**src/rtl/instr_decode_stage.sv**
```systemverilog
// Decode stage: assembles 16-bit halfwords into decoded records and buffers them in an output FIFO.
// Define INSTR_DECODE_STATS_EN to add saturating record/unknown counters as extra outputs.
module instr_decode_stage #(
  parameter int unsigned OUT_DEPTH = 4,
  parameter int unsigned REG_IDX_W = 4,
  parameter int unsigned OP_W      = 6,
  parameter int unsigned IMM_W     = 16
) (
  input  logic                 clk,
  input  logic                 rst_n,
  input  logic                 flush,
  input  logic                 in_valid,
  output logic                 in_ready,
  input  logic [15:0]          in_word,
  output logic                 out_valid,
  input  logic                 out_ready,
  output logic [2:0]           out_group,
  output logic [OP_W-1:0]      out_opcode,
  output logic [REG_IDX_W-1:0] out_ra_index,
  output logic [REG_IDX_W-1:0] out_rb_index,
  output logic [REG_IDX_W-1:0] out_rc_index,
  output logic                 out_ra_pair,
  output logic                 out_rb_pair,
  output logic [IMM_W-1:0]     out_imm,
  output logic                 out_long
`ifdef INSTR_DECODE_STATS_EN
  ,
  output logic [15:0]          stat_instr_cnt,
  output logic [15:0]          stat_unknown_cnt
`endif
);

  localparam int unsigned PTR_W = (OUT_DEPTH > 1) ? $clog2(OUT_DEPTH) : 1;
  localparam logic [PTR_W:0] FULL_CNT = (PTR_W + 1)'(OUT_DEPTH);

  typedef enum logic {S_HI, S_LO} state_t;

  typedef struct packed {
    logic [2:0]           group;
    logic [OP_W-1:0]      opcode;
    logic [REG_IDX_W-1:0] ra;
    logic [REG_IDX_W-1:0] rb;
    logic [REG_IDX_W-1:0] rc;
    logic                 ra_pair;
    logic                 rb_pair;
    logic [IMM_W-1:0]     imm;
    logic                 is_long;
  } rec_t;

  state_t         state_q;
  logic [2:0]     lat_op_q;
  logic [3:0]     lat_ra_q;
  logic [2:0]     lat_rb_q;

  rec_t           mem_q [OUT_DEPTH];
  logic [PTR_W-1:0] wr_q, rd_q;
  logic [PTR_W:0]   count_q, count_d;

  rec_t rec_d;
  logic is_g5, accept, push, pop;

  assign in_ready  = (count_q != FULL_CNT);
  assign out_valid = (count_q != '0);
  assign accept    = in_valid && in_ready;
  assign pop       = out_valid && out_ready;
  assign push      = accept && !flush && !(state_q == S_HI && is_g5);

  always_comb begin
    rec_d = '0;
    is_g5 = 1'b0;
    if (state_q == S_LO) begin
      rec_d.group   = 3'd5;
      rec_d.opcode  = OP_W'(lat_op_q);
      rec_d.ra_pair = lat_op_q[2];
      rec_d.ra      = REG_IDX_W'(lat_op_q[2] ? {1'b0, lat_ra_q[3:1]} : lat_ra_q);
      rec_d.rb      = REG_IDX_W'(lat_rb_q);
      rec_d.imm     = IMM_W'(in_word);
      rec_d.is_long = 1'b1;
    end else if (!in_word[15]) begin
      rec_d.group   = 3'd1;
      rec_d.opcode  = OP_W'(in_word[14:12]);
      rec_d.ra_pair = &in_word[14:12];
      rec_d.ra      = REG_IDX_W'(rec_d.ra_pair ? {1'b0, in_word[11:9]} : in_word[11:8]);
      rec_d.imm     = IMM_W'(in_word[7:0]);
    end else if (in_word[15:14] == 2'b10) begin
      rec_d.group   = 3'd2;
      rec_d.opcode  = OP_W'(in_word[13:8]);
      rec_d.ra_pair = in_word[13];
      rec_d.rb_pair = in_word[12];
      rec_d.ra      = REG_IDX_W'(in_word[13] ? {1'b0, in_word[7:5]} : in_word[7:4]);
      rec_d.rb      = REG_IDX_W'(in_word[12] ? {1'b0, in_word[3:1]} : in_word[3:0]);
    end else if (in_word[15:12] == 4'b1100) begin
      rec_d.group   = 3'd3;
      rec_d.opcode  = OP_W'(in_word[11:10]);
      rec_d.ra      = REG_IDX_W'(in_word[9:6]);
      rec_d.rb      = REG_IDX_W'(in_word[5:3]);
      rec_d.rc      = REG_IDX_W'(in_word[2:0]);
    end else if (in_word[15:12] == 4'b1101) begin
      rec_d.group   = 3'd4;
      rec_d.opcode  = OP_W'(in_word[11:8]);
      rec_d.imm     = IMM_W'(in_word[7:0]);
    end else if (in_word[15:10] == 6'b111000) begin
      is_g5 = 1'b1;
    end
  end

  // First half of a long instruction only latches its fields; the record is built on the second word.
  always_ff @(posedge clk or negedge rst_n) begin
    if (!rst_n) begin
      state_q  <= S_HI;
      lat_op_q <= '0;
      lat_ra_q <= '0;
      lat_rb_q <= '0;
    end else if (flush) begin
      state_q <= S_HI;
    end else if (accept) begin
      if (state_q == S_HI && is_g5) begin
        state_q  <= S_LO;
        lat_op_q <= in_word[9:7];
        lat_ra_q <= in_word[6:3];
        lat_rb_q <= in_word[2:0];
      end else begin
        state_q <= S_HI;
      end
    end
  end

  always_comb begin
    count_d = count_q;
    case ({push, pop})
      2'b10:   count_d = count_q + 1'b1;
      2'b01:   count_d = count_q - 1'b1;
      default: count_d = count_q;
    endcase
  end

  always_ff @(posedge clk or negedge rst_n) begin
    if (!rst_n) begin
      wr_q    <= '0;
      rd_q    <= '0;
      count_q <= '0;
    end else if (flush) begin
      wr_q    <= '0;
      rd_q    <= '0;
      count_q <= '0;
    end else begin
      if (push) wr_q <= wr_q + 1'b1;
      if (pop)  rd_q <= rd_q + 1'b1;
      count_q <= count_d;
    end
  end

  always_ff @(posedge clk) begin
    if (push) mem_q[wr_q] <= rec_d;
  end

  // Head is masked while empty so stale or uninitialised entries never reach the outputs.
  always_comb begin
    rec_t head;
    head = out_valid ? mem_q[rd_q] : '0;
    out_group    = head.group;
    out_opcode   = head.opcode;
    out_ra_index = head.ra;
    out_rb_index = head.rb;
    out_rc_index = head.rc;
    out_ra_pair  = head.ra_pair;
    out_rb_pair  = head.rb_pair;
    out_imm      = head.imm;
    out_long     = head.is_long;
  end

`ifdef INSTR_DECODE_STATS_EN
  logic [15:0] stat_instr_q, stat_unknown_q;

  always_ff @(posedge clk or negedge rst_n) begin
    if (!rst_n) begin
      stat_instr_q   <= '0;
      stat_unknown_q <= '0;
    end else if (push) begin
      if (stat_instr_q != '1) stat_instr_q <= stat_instr_q + 1'b1;
      if (rec_d.group == 3'd0 && stat_unknown_q != '1) stat_unknown_q <= stat_unknown_q + 1'b1;
    end
  end

  assign stat_instr_cnt   = stat_instr_q;
  assign stat_unknown_cnt = stat_unknown_q;
`endif

endmodule

```
**config.mk**
```make
export PLATFORM = sky130hd
export DESIGN_NAME = instr_decode_stage
export DESIGN_NICKNAME = d
export VERILOG_FILES = /design/src/rtl/instr_decode_stage.sv
export SDC_FILE = /design/constraint.sdc
export NUM_CORES = 1
export LEC_CHECK = 0
export CAP_MARGIN = 40
export CELL_PAD_IN_SITES_DETAIL_PLACEMENT = 2
export CELL_PAD_IN_SITES_GLOBAL_PLACEMENT = 2
export CORE_MARGIN = 2
export CORE_UTILIZATION = 46
export DETAILED_ROUTE_END_ITERATION = 8
export GPL_TIMING_DRIVEN = 0
export PLACE_DENSITY_LB_ADDON = 0.05
export SYNTH_ARGS = -nofsm -noshare
export SYNTH_HDL_FRONTEND = slang
export SYNTH_SLANG_ARGS = --single-unit
```
**constraint.sdc**
```tcl
create_clock -name clk -period 4.7 [get_ports clk]
set_clock_uncertainty 0.1 [all_clocks]
set_input_delay 0.94 -clock clk [delete_from_list [all_inputs] [get_ports clk]]
set_output_delay 0.94 -clock clk [all_outputs]
set_load 0.02 [all_outputs]
```
### After elaboration in Yosys (flattened, before gate mapping)

Memory sizes are Yosys's and may differ from the RTL's.
Index checks and enable logic that the tools add are counted.

| operators by class | value |
|---|---|
| $add $sub $neg | 4 |
| multiply operators | 0 |
| div/mod/pow operators | 0 |
| $lt $le $gt $ge | 0 |
| eq/ne operators | 7 |
| shift operators | 0 |
| muxes and demuxes | 42 |
| bitwise logic cells | 2 |
| reductions and logical operators | 14 |

Operator list:

| kind | number |
|---|---|
| 2-to-1 mux 40 bit | 1 |
| 2-to-1 mux 8 bit | 5 |
| 2-to-1 mux 17 bit | 2 |
| 2-to-1 mux 4 bit | 6 |
| 2-to-1 mux 9 bit | 2 |
| 2-to-1 mux 1 bit | 16 |
| 2-to-1 mux 16 bit | 1 |
| 2-to-1 mux 13 bit | 1 |
| 2-to-1 mux 12 bit | 1 |
| 2-to-1 mux 2 bit | 5 |
| == test 4 bit (second input constant) | 2 |
| == test 6 bit (second input constant) | 1 |
| one-hot mux 3 bit (2 select lines) | 1 |
| AND reduction 3 bit | 2 |
| nonzero test 2 bit | 3 |
| nonzero test 3 bit | 2 |
| logical AND 1 bit | 5 |
| adder 2 x 1 -> 2 bit (second input constant) | 2 |
| == test 2 bit (second input constant) | 2 |
| adder 3 x 1 -> 3 bit (second input constant) | 1 |
| 2-to-1 mux 3 bit | 1 |
| inequality test 3 bit (second input constant) | 1 |
| subtractor 3 x 1 -> 3 bit (second input constant) | 1 |
| == test 2 x 1 -> 1 bit (second input constant) | 1 |
| other kinds (2) | 4 |

| word-level totals | value |
|---|---|
| register bits after elaboration | 18 |
| bits in latches | 0 |
| RAM bits | 160 |
| bits in read-only memories | 0 |
| input bits | 21 |
| memories kept | 1 |

Memories:

| memory | words | bits a word | read ports | clocked after memory_dff | write ports | line | RTL |
|---|---|---|---|---|---|---|---|
| mem_q | 4 | 40 | 1 | 0 | 1 | 55 | `rec_t mem_q [OUT_DEPTH];` |

### Logic depth before layout (Yosys ltp)

| depth | value |
|---|---|
| depth after elaboration | 13 |
| mapped depth | 10 |
| mapped depth without buffers | 8 |

### Worst setup path after synthesis

Ideal clock, no wire load.

| timing path | value |
|---|---|
| kind | input port to flip-flop |
| start | input in_word[15] |
| end | memory mem_q[0][0] in the netlist's numbering, enable pin |
| arrival | 2,783 ps |
| required time | 4,201 ps |
| setup slack | 1,419 ps |
| stages | 6 |
| path buffers | 2 |
| cells stage by stage | buf_6 nor2b_4 and4_4 nor4bb_4 buf_6 and2_1 |

| between the ends | value |
|---|---|
| word-level cells in the longest chain between the ends | 12 |
| elaborated cells on any way between the ends | 15 |
| those cells by class | eq/ne: 4; mux: 8; reduce/logical: 3 |

Ends and longest elaborated chain:

| item | line | RTL |
|---|---|---|
| start: declaration | 14 | `input logic [15:0] in_word,` |
| == test 6 bit | 102 | `end else if (in_word[15:10] == 6'b111000) begin` |
| 2-to-1 mux 1 bit | 102 |  |
| 2-to-1 mux 1 bit | 98 | `end else if (in_word[15:12] == 4'b1101) begin` |
| 2-to-1 mux 1 bit | 92 | `end else if (in_word[15:12] == 4'b1100) begin` |
| 2-to-1 mux 1 bit | 85 | `end else if (in_word[15:14] == 2'b10) begin` |
| 2-to-1 mux 1 bit (*) | 79 | `end else if (!in_word[15]) begin` |
| 2-to-1 mux 1 bit (*) | 71 | `if (state_q == S_LO) begin` |
| logical AND 1 bit (*) | 66 | `assign push = accept && !flush && !(state_q == S_HI && is_g5);` |
| zero test 1 bit (*) | 66 |  |
| logical AND 1 bit (*) | 66 |  |
| 2-to-1 mux 1 bit (*) | 154 | `if (push) mem_q[wr_q] <= rec_d;` |
| 2-to-1 mux 1 bit (implied by the code) (*) | 154 |  |
| end: declaration | 55 |  |

Mark *: on every way between the ends. The rest lies on a longest branch, timed or not.

### Worst setup path in the final report

| timing path | value |
|---|---|
| start | register rd_q[1] |
| end | output out_ra_index[1] |

| between the ends | value |
|---|---|
| word-level cells in the longest chain between the ends | 2 |

Ends and longest elaborated chain:

| item | line | RTL |
|---|---|---|
| start: declaration | 56 | `logic [PTR_W-1:0] wr_q, rd_q;` |
| start signal: assignment | 148 | `if (pop) rd_q <= rd_q + 1'b1;` |
| memory read (4 x 40 bit) | n/a |  |
| 2-to-1 mux 40 bit | 160 | `head = out_valid ? mem_q[rd_q] : '0;` |
| end: declaration | 19 | `output logic [REG_IDX_W-1:0] out_ra_index,` |

No other way between the ends.

==> metrics.txt <==
WL per Instance 25.8 um; grt total ovfl 0; CTS buffer count 17; DRC 0; dpl hpwl 12.5 mm; r2r setup slk 1.93 ns; achievable frequency 258 MHz; clock tree buffer depth 2; share of cells above drive strength 1 21.5%; reg-to-reg startpoint state_q; Initial Utilization 46.6%; endpoint class of the critical path primary output; Synth Register Bits 170; Clock Pin Slew Worst Setup and Hold Paths 0.06 ns; Root Buffer clkbuf_16; Final ANT Viol Nets 0; die area 17000 um^2; Setup Crit Path Kind reg2out; Max-cap violations 0; final net count 533; GRT Util Overall 23.9%; fin crit share 82.5%; syn_nets 450; top post-synthesis cells by area edfxtp_1 (62%), mux4_2 (12%), dfrtp_1 (6.1%), and2_1 (5.3%), mux2_2 (2.9%); share of flip-flops with an asynchronous set or reset 10.6%; Netlist Area Pre-Place 7350 um^2; count leader, synth edfxtp_1; Max Slew Vio Count 0; Post-synth top cells edfxtp_1 (152), and2_1 (62), mux4_2 (38), mux2_2 (19); row count 46; GPL Wtd Cong 0.798; Pre-antenna DRT Iters 4; cts hold-fix bufs 0; Lkg Pwr 3.05 nW; ant diodes 0; Slew HR 40.6%; io pins 63; number of global-route vias before repair 4622; CP Launch Point rd_q[1]; Synth Flop Type edfxtp_1; Synth cell types 45; Final min period 3.88 ns; Die Wd 130 um; outcome complete, no violations; Final Core Density 56.5%; Final Power 4.99 mW; area of the multi-input gates 2170 um^2; Placeable Area 15800 um^2; Post-synth EDFFs 152; Critical Path End out_ra_index[1]; largest area contributor in the netlist edfxtp_1; Critical Path AT 2.84 ns; peak supply drop 264 uV; RSZ-0062 raised after global routing no; Worst-Margin Slew 0.881 ns; Hold Crit Class reg2reg; htree depth 4; Fillers 1407; Detailed Route WL 19.0 mm; clock sinks 170; sequential-to-total area share from yosys stat 68.3%; # resized after CTS 0; Avg Cell Area, Syn 17.3 um^2; first-pass GRT wire length 28.5 mm; setup violators final 0; YS warnings 0; Area growth syn-to-layout 21.4%; Setup TNS Final 0 ns; FF/Latch Area 5010 um^2; largest net degree at the start of global routing 24; antenna violations before repair 0; CP max FO 10; reg2reg path depth 9; power per cell area 560 nW/um^2; via count 4122; Crit path required time 3.66 ns; Clk Latency, worst-skew pair 0.43 ns; RR Endpoint count_q[2]; Min Hold Slack 0.421 ns; CTS tree built; Setup Buffers After CTS 0; CP Launch Type flip-flop; share of the synthesized area in the top cell type 62.1%; DRT iter0 DRCs 184; Vias/cell 5.60; height of the chip 130 um; Syn Inst Count 424; Final Hold Fails 0; PortBufs 59
where the power goes:
| group | internal, mW | total [mW] | switching (mW) |
|---|---|---|---|
| Clock | 0.836 | 1.43 | 0.595 |
| Sequential | 1.78 | 1.83 | 0.0498 |
| Combinational | 0.812 | 1.73 | 0.922 |
sequential cells by signal, summed over array words and instances (netlist names):
| name | flops |
|---|---|
| mem_q | 152 |
| lat_ra_q | 4 |
| count_q | 3 |
| lat_op_q | 3 |
| lat_rb_q | 3 |
| rd_q | 2 |
| wr_q | 2 |
| state_q | 1 |
routing by layer:
metal  wire (um)  track usage, %  share of wire (%)
met1        7950            29.4                 42
met4         409            9.14                2.2
met3         595            4.48                3.1
met5           0               0                  0
met2       10000            42.2                 53
critical path, cell delays in order, from the launching register on:
cell and delay [ns]:
dfrtp_1 0.38, clkbuf_1 0.55, buf_2 0.40, mux4_2 0.34, and2_1 0.19, clkdlybuf4s50_1 0.54
cell families (layout without fill, tap and decap cells):
family | after synthesis | in the layout | synth area share, %
buffers and inverters | 35 | 131 | 2.20
DFF | 170 | 170 | 68.3
adders and majority gates | 5 | 5 | 0.954
and+or+nand+nor | 114 | 114 | 9.42
muxes | 69 | 69 | 16.2
AOI/OAI and AO/OA | 27 | 27 | 2.54
other | 1 | 1 | 0.0510
xor gates and xnor gates | 3 | 3 | 0.358
placed cells by master (no fill, tap or decap), types with 3 or more instances in the layout:
cell type          n
nor2b_1            5
xor2_1             3
buf_2              6
clkbuf_16         17
nand2b_1           6
and2_1            58
edfxtp_1         152
clkbuf_1          17
a221oi_1           7
and2_2             4
inv_1              7
mux4_2            38
bufinv_16          3
nand2_1            8
o21ai_0            6
dfrtp_1           18
nor2_1            18
clkinv_2           4
a21oi_1            5
clkinvlp_4         4
clkdlybuf4s50_1   59
ha_1               4
buf_12             3
mux2i_1           11
mux2_2            19
final cells by class:
class,count,area share [%]
sequential,170,56.3
multi-input combinational,219,24.4
timing repair buffer,64,7.78
clock buffer,17,4.77
tap,216,3.03
clock inverter,15,1.96
buffer,28,1.52
inverter,7,0.295
worst min path at each step:
stage                           start           to  slack, ns  cells after the start
after global placement    lat_op_q[0]  lat_op_q[0]       0.38                      1
after CTS                 lat_rb_q[0]  lat_rb_q[0]       0.42                      1
after floorplan           lat_op_q[0]  lat_op_q[0]       0.37                      1
after detailed placement  lat_op_q[1]  lat_op_q[1]       0.41                      1
after global routing      lat_op_q[0]  lat_op_q[0]       0.44                      1
final                     lat_rb_q[0]  lat_rb_q[0]       0.42                      1
through the flow:
stage	cell area (um^2)	setup slack [ns]	std cells
6_report	8910	0.822	736
2_1_floorplan	7350	1.42	424
5_1_grt	8910	0.679	736
3_5_place_dp	8310	0.900	704
4_1_cts	8910	0.760	736
3_3_place_gp	8210	0.0518	699
Power figures use the tool's default switching activity.
